--- config.mk ---
export PLATFORM = sky130hd
export DESIGN_NAME = frame_streamer
export DESIGN_NICKNAME = d
export VERILOG_FILES = /design/src/rtl/frame_streamer.sv
export SDC_FILE = /design/constraint.sdc
export NUM_CORES = 1
export LEC_CHECK = 0
export ABC_AREA = 1
export CAP_MARGIN = 0
export CORE_AREA = 5 5 93 95
export DETAILED_ROUTE_END_ITERATION = 6
export DIE_AREA = 0 0 98 100
export PLACE_DENSITY = 0.76
export RECOVER_POWER = 25
export SLEW_MARGIN = 20
export SYNTH_ARGS = -nofsm -noshare
export SYNTH_HDL_FRONTEND = slang
export SYNTH_SLANG_ARGS = --single-unit
export TNS_END_PERCENT = 1
--- constraint.sdc ---
create_clock -name Clk -period 5.18 [get_ports Clk]
set_input_delay 1.036 -clock Clk [delete_from_list [all_inputs] [get_ports Clk]]
set_output_delay 1.036 -clock Clk [all_outputs]
set_load 0.01 [all_outputs]
--- src/rtl/frame_streamer.sv ---
// Frame RAM to pixel-stream transmitter: replays one Width x Height frame in raster
// order as a PixelOut/FrameOut/LineOut stream with front porch, line blanking and back porch.
module frame_streamer #(
    parameter int ADDR_W = 16,
    parameter int FRONT  = 2,
    parameter int HBLANK = 3,
    parameter int BACK   = 2
) (
    input  logic              Clk,
    input  logic              Reset,
    input  logic              Start,
    input  logic [7:0]        Width,
    input  logic [7:0]        Height,
    output logic              RdEn,
    output logic [ADDR_W-1:0] RdAddr,
    input  logic [7:0]        RdData,
    output logic [7:0]        PixelOut,
    output logic              FrameOut,
    output logic              LineOut,
    output logic              Busy,
    output logic              Done
);

    localparam int CNT_W = 16;

    typedef enum logic [2:0] {
        S_IDLE,
        S_FRONT,
        S_LINE,
        S_HBL,
        S_BACK,
        S_ZERO
    } state_t;

    state_t           state;
    state_t           state_next;
    logic [CNT_W-1:0] cnt;
    logic [7:0]       line_cnt;
    logic [7:0]       width_q;
    logic [7:0]       height_q;
    logic             accept;
    logic             in_frame;
    logic             in_line;
    logic             frame_p1;
    logic             line_p1;
    logic             last_col;
    logic             addr_step;

    // Busy stays high until the delayed flags have drained, so Done's cycle is idle.
    assign Busy      = (state != S_IDLE) || frame_p1 || FrameOut;
    assign accept    = Start && !Busy;
    assign in_frame  = (state == S_FRONT) || (state == S_LINE) ||
                       (state == S_HBL)   || (state == S_BACK);
    assign in_line   = (state == S_LINE);
    assign last_col  = (cnt == CNT_W'(width_q) - CNT_W'(1));
    assign addr_step = ((state == S_LINE) || (state == S_HBL)) && (state_next == S_LINE);

    always_comb begin
        state_next = state;
        case (state)
            S_IDLE: begin
                if (accept) begin
                    if ((Width == 8'd0) || (Height == 8'd0)) state_next = S_ZERO;
                    else                                     state_next = S_FRONT;
                end
            end
            S_FRONT: if (cnt == CNT_W'(FRONT - 1))  state_next = S_LINE;
            S_LINE: begin
                if (last_col) begin
                    if (line_cnt == height_q - 8'd1) state_next = S_BACK;
                    else                             state_next = S_HBL;
                end
            end
            S_HBL:   if (cnt == CNT_W'(HBLANK - 1)) state_next = S_LINE;
            S_BACK:  if (cnt == CNT_W'(BACK - 1))   state_next = S_IDLE;
            S_ZERO:  state_next = S_IDLE;
            default: state_next = S_IDLE;
        endcase
    end

    always_ff @(posedge Clk) begin
        if (accept) begin
            width_q  <= Width;
            height_q <= Height;
        end
    end

    always_ff @(posedge Clk) begin
        if (Reset) begin
            state    <= S_IDLE;
            cnt      <= '0;
            line_cnt <= '0;
            RdEn     <= 1'b0;
            RdAddr   <= '0;
            frame_p1 <= 1'b0;
            line_p1  <= 1'b0;
            FrameOut <= 1'b0;
            LineOut  <= 1'b0;
            PixelOut <= '0;
            Done     <= 1'b0;
        end else begin
            state <= state_next;
            cnt   <= (state_next != state) ? '0 : cnt + CNT_W'(1);
            if (accept)                                      line_cnt <= '0;
            else if (state == S_LINE && state_next == S_HBL) line_cnt <= line_cnt + 8'd1;

            RdEn <= (state_next == S_LINE);
            if (accept)         RdAddr <= '0;
            else if (addr_step) RdAddr <= RdAddr + ADDR_W'(1);

            // p1: flags wait out the RAM read cycle
            frame_p1 <= in_frame;
            line_p1  <= in_line;

            // output register: LineOut lines up with the returned RAM data
            FrameOut <= frame_p1;
            LineOut  <= line_p1;
            PixelOut <= line_p1 ? RdData : 8'd0;
            Done     <= (state == S_ZERO) || (FrameOut && !frame_p1);
        end
    end

endmodule
==> impl_metrics.py <==
metrics = {
    "global_route": {
        "grt_antenna_before_repair": 0,
        "grt_pass1_wl_mm": 14.6,
        "grt.overflow.total": 0,
        "grt_max_degree": 21,
        "track_usage_pct": 17.9,
        "grt_pass1_vias": 3286,
    },
    "clock_network": {
        "cts_tree": "built",
        "cts_hold_buf": 0,
        "clk_transition_reported_paths_ns": 0.07,
        "post_cts_buffers": 0,
        "post_cts_resized": 0,
        "clockBufferDepth": 2,
        "clock_latency_ns": 0.34,
        "htreeDepth": 3,
        "clock_sinks": 73,
        "numCtsBuffers": 9,
        "root_buffer": "clkbuf_8",
    },
    "sta": {
        "relSlewSlack_pct": 49.4,
        "min_period_over_period_pct": 58.1,
        "tightest_slew_ns": 0.759,
        "drv_slew": 0,
        "hold_viol_final": 0,
        "finalSetupTns_ns": 0,
        "fin_crit_ns": 3.01,
        "max_freq_mhz": 332,
        "skew_ns": 0.00485,
        "grt_setup_unrepaired": "false",
        "setup_violations": 0,
    },
    "finish": {
        "final_cell_mix": "nand2_1, inv_1, nor2_1",
        "n_antenna_cell": 0,
        "final_common_cell": "nand2_1",
        "layout-drive-gt1-share_pct": 7.65,
        "fin_area_mm2": 0.00471,
        "fin_util_pct": 61.6,
        "area_delta_synth_final_pct": 19.9,
        "nets": 605,
        "multiInputGateArea_mm2": 0.00199,
        "fillers": 699,
        "regArea_mm2": 0.00162,
    },
    "worst_setup_path": {
        "r2r-start": "width_q[0]$_DFFE_PP_",
        "worstPathMaxFanout": 18,
        "r2r_cells": 16,
        "cp.arrival_ns": 3.26,
        "r2r_end": "RdAddr[12]$_SDFFE_PP0P_",
        "crit_path_start": "Start",
        "critPathLaunchType": "input port",
        "rrSetupSlack_ns": 2.50,
        "cp-end-kind": "register",
        "crit_required_ns": 5.43,
        "crit_type": "in2reg",
    },
    "power": {
        "powerDensity_mw_per_mm2": 283,
        "p_total_mw": 1.33,
        "p_leak_nw": 1.82,
        "vdd_drop_max_v": 0.000168,
    },
    "place": {
        "port_buffers": 55,
        "postPlaceCellArea_mm2": 0.00455,
        "globalplace.congestion": 0.843,
        "hpwlAfterDp_mm": 6.36,
    },
    "detailed_routing": {
        "vias_per_cell": 5.05,
        "wl_mm": 8.42,
        "drc": 0,
        "wire_per_inst_um": 12.4,
        "postRouteAntennaNets": 0,
        "drt_first_pass_iters": 4,
        "via_count": 3417,
        "dr.first_iter.drc_count": 183,
    },
    "die": {
        "dieArea_mm2": 0.00980,
        "ios": 56,
        "core_mm2": 0.00765,
        "die_y_um": 100,
        "start_util_pct": 51.4,
        "die_w_um": 98,
        "rows": 32,
    },
    "min_path": {
        "holdPathStages": 2,
        "hp-start": "frame_p1$_SDFF_PP0_",
        "whs_endpoint": "FrameOut$_SDFF_PP0_",
        "hold_path.class": "reg2reg",
    },
    "yosys": {
        "synth_seq_cells": 73,
        "yosysWarnings": 0,
        "synth_nets": 548,
        "syn_inst": 514,
        "synthesis.area_mm2": 0.00393,
        "ys_types": 36,
        "synth.yosys.seq_area_share_pct": 41.3,
        "synth_area_per_cell_um2": 7.65,
    },
    "status": {
        "status": "finished, final reports clean",
    },
    "flow_run": {
        "max_cap_viol_count": 0,
    },
}
-- state kept, by name (all words and copies together) (netlist names), 3 cells and up --
register  cells
RdAddr       16
cnt          16
PixelOut      8
height_q      8
line_cnt      8
width_q       8
state         3
-- layer usage --
layer	wire (µm)	global-route usage, %
met4	107	5.22
met2	4150	30.6
met3	286	4.10
met1	3880	22.8
met5	0	0
-- through the flow --
| stage | cells | hold slack, ns | setup slack (ns) |
|---|---|---|---|
| floorplan | 514 | 0.443 | 2.78 |
| global placement | 662 | 0.460 | 1.93 |
| detailed placement | 662 | 0.488 | 1.85 |
| CTS | 677 | 0.499 | 2.20 |
| global route | 677 | 0.519 | 1.92 |
| finish | 677 | 0.488 | 2.17 |
-- Yosys cell counts --
| master | n | area share [%] |
|---|---|---|
| buf_6 | 2 | 0.57 |
| nand3_4 | 1 | 0.45 |
| nand3_1 | 35 | 4.5 |
| nor3_2 | 9 | 2.3 |
| or2_2 | 1 | 0.16 |
| o22ai_1 | 1 | 0.16 |
| edfxtp_1 | 16 | 12 |
| buf_2 | 3 | 0.38 |
| nor4_1 | 7 | 1.1 |
| clkinv_1 | 1 | 0.095 |
| nor3_1 | 11 | 1.4 |
| nor3b_1 | 7 | 1.3 |
| buf_4 | 1 | 0.19 |
| buf_1 | 1 | 0.095 |
| nor2_1 | 60 | 5.7 |
| nor3b_2 | 1 | 0.32 |
| dfxtp_1 | 57 | 29 |
| inv_2 | 4 | 0.38 |
| nor2_2 | 1 | 0.16 |
| nand3_2 | 3 | 0.76 |
| nor4b_1 | 1 | 0.22 |
| inv_1 | 65 | 6.2 |
| nand4_1 | 24 | 3.8 |
| xnor2_1 | 14 | 3.1 |
| nor2_4 | 3 | 0.86 |
| and3_1 | 2 | 0.32 |
| xor2_1 | 25 | 5.6 |
| clkbuf_1 | 2 | 0.19 |
| o22a_1 | 1 | 0.22 |
| nand2_2 | 4 | 0.64 |
| nand2_4 | 2 | 0.57 |
| ha_1 | 7 | 2.2 |
| o21ai_1 | 1 | 0.13 |
| a21oi_1 | 28 | 3.6 |
| nand2_1 | 106 | 10 |
| o21ai_0 | 7 | 0.89 |
-- worst max-delay path by stage --
stage | to | depth (start not counted)
finish | cnt[13]$_SDFF_PP0_ | 9
global route | cnt[13]$_SDFF_PP0_ | 9
CTS | cnt[13]$_SDFF_PP0_ | 9
detailed placement | cnt[12]$_SDFF_PP0_ | 9
global placement | cnt[12]$_SDFF_PP0_ | 9
floorplan | cnt[14]$_SDFF_PP0_ | 9
-- final cells by class --
| class | instances | share of cell area (%) |
|---|---|---|
| timing repair buffer | 55 | 11.7 |
| clock inverter | 6 | 0.744 |
| sequential | 73 | 34.4 |
| multi-input combinational | 362 | 42.2 |
| inverter | 70 | 5.58 |
| clock buffer | 9 | 2.63 |
| tap | 102 | 2.71 |
-- power by group --
| group | internal [mW] | switching, mW | total (mW) |
|---|---|---|---|
| logic | 0.0978 | 0.210 | 0.308 |
| clock network | 0.169 | 0.205 | 0.374 |
| registers | 0.622 | 0.0303 | 0.652 |
| total | 0.888 | 0.445 | 1.33 |
-- worst max-delay path, stage by stage --
cell,delay (ns)
clkdlybuf4s50_1,0.48
nand4_1,0.12
inv_1,0.58
nand2_1,0.12
nand2_1,0.09
inv_1,0.06
nand3_1,0.09
nand3_2,0.37
nor3b_1,0.32
-- kinds of logic (layout without fill, tap and decap cells) --
logic type,count (synthesis),after routing,share of synthesized area [%]
AND/OR/NAND/NOR,278,278,34.7
adder cells (fa/ha/maj),7,7,2.23
flip-flops,73,73,41.3
buffers and inverters,79,140,8.12
XOR/XNOR,39,39,8.69
AO/OA/AOI/OAI,38,38,4.97
(Power assumes the default switching activity.)
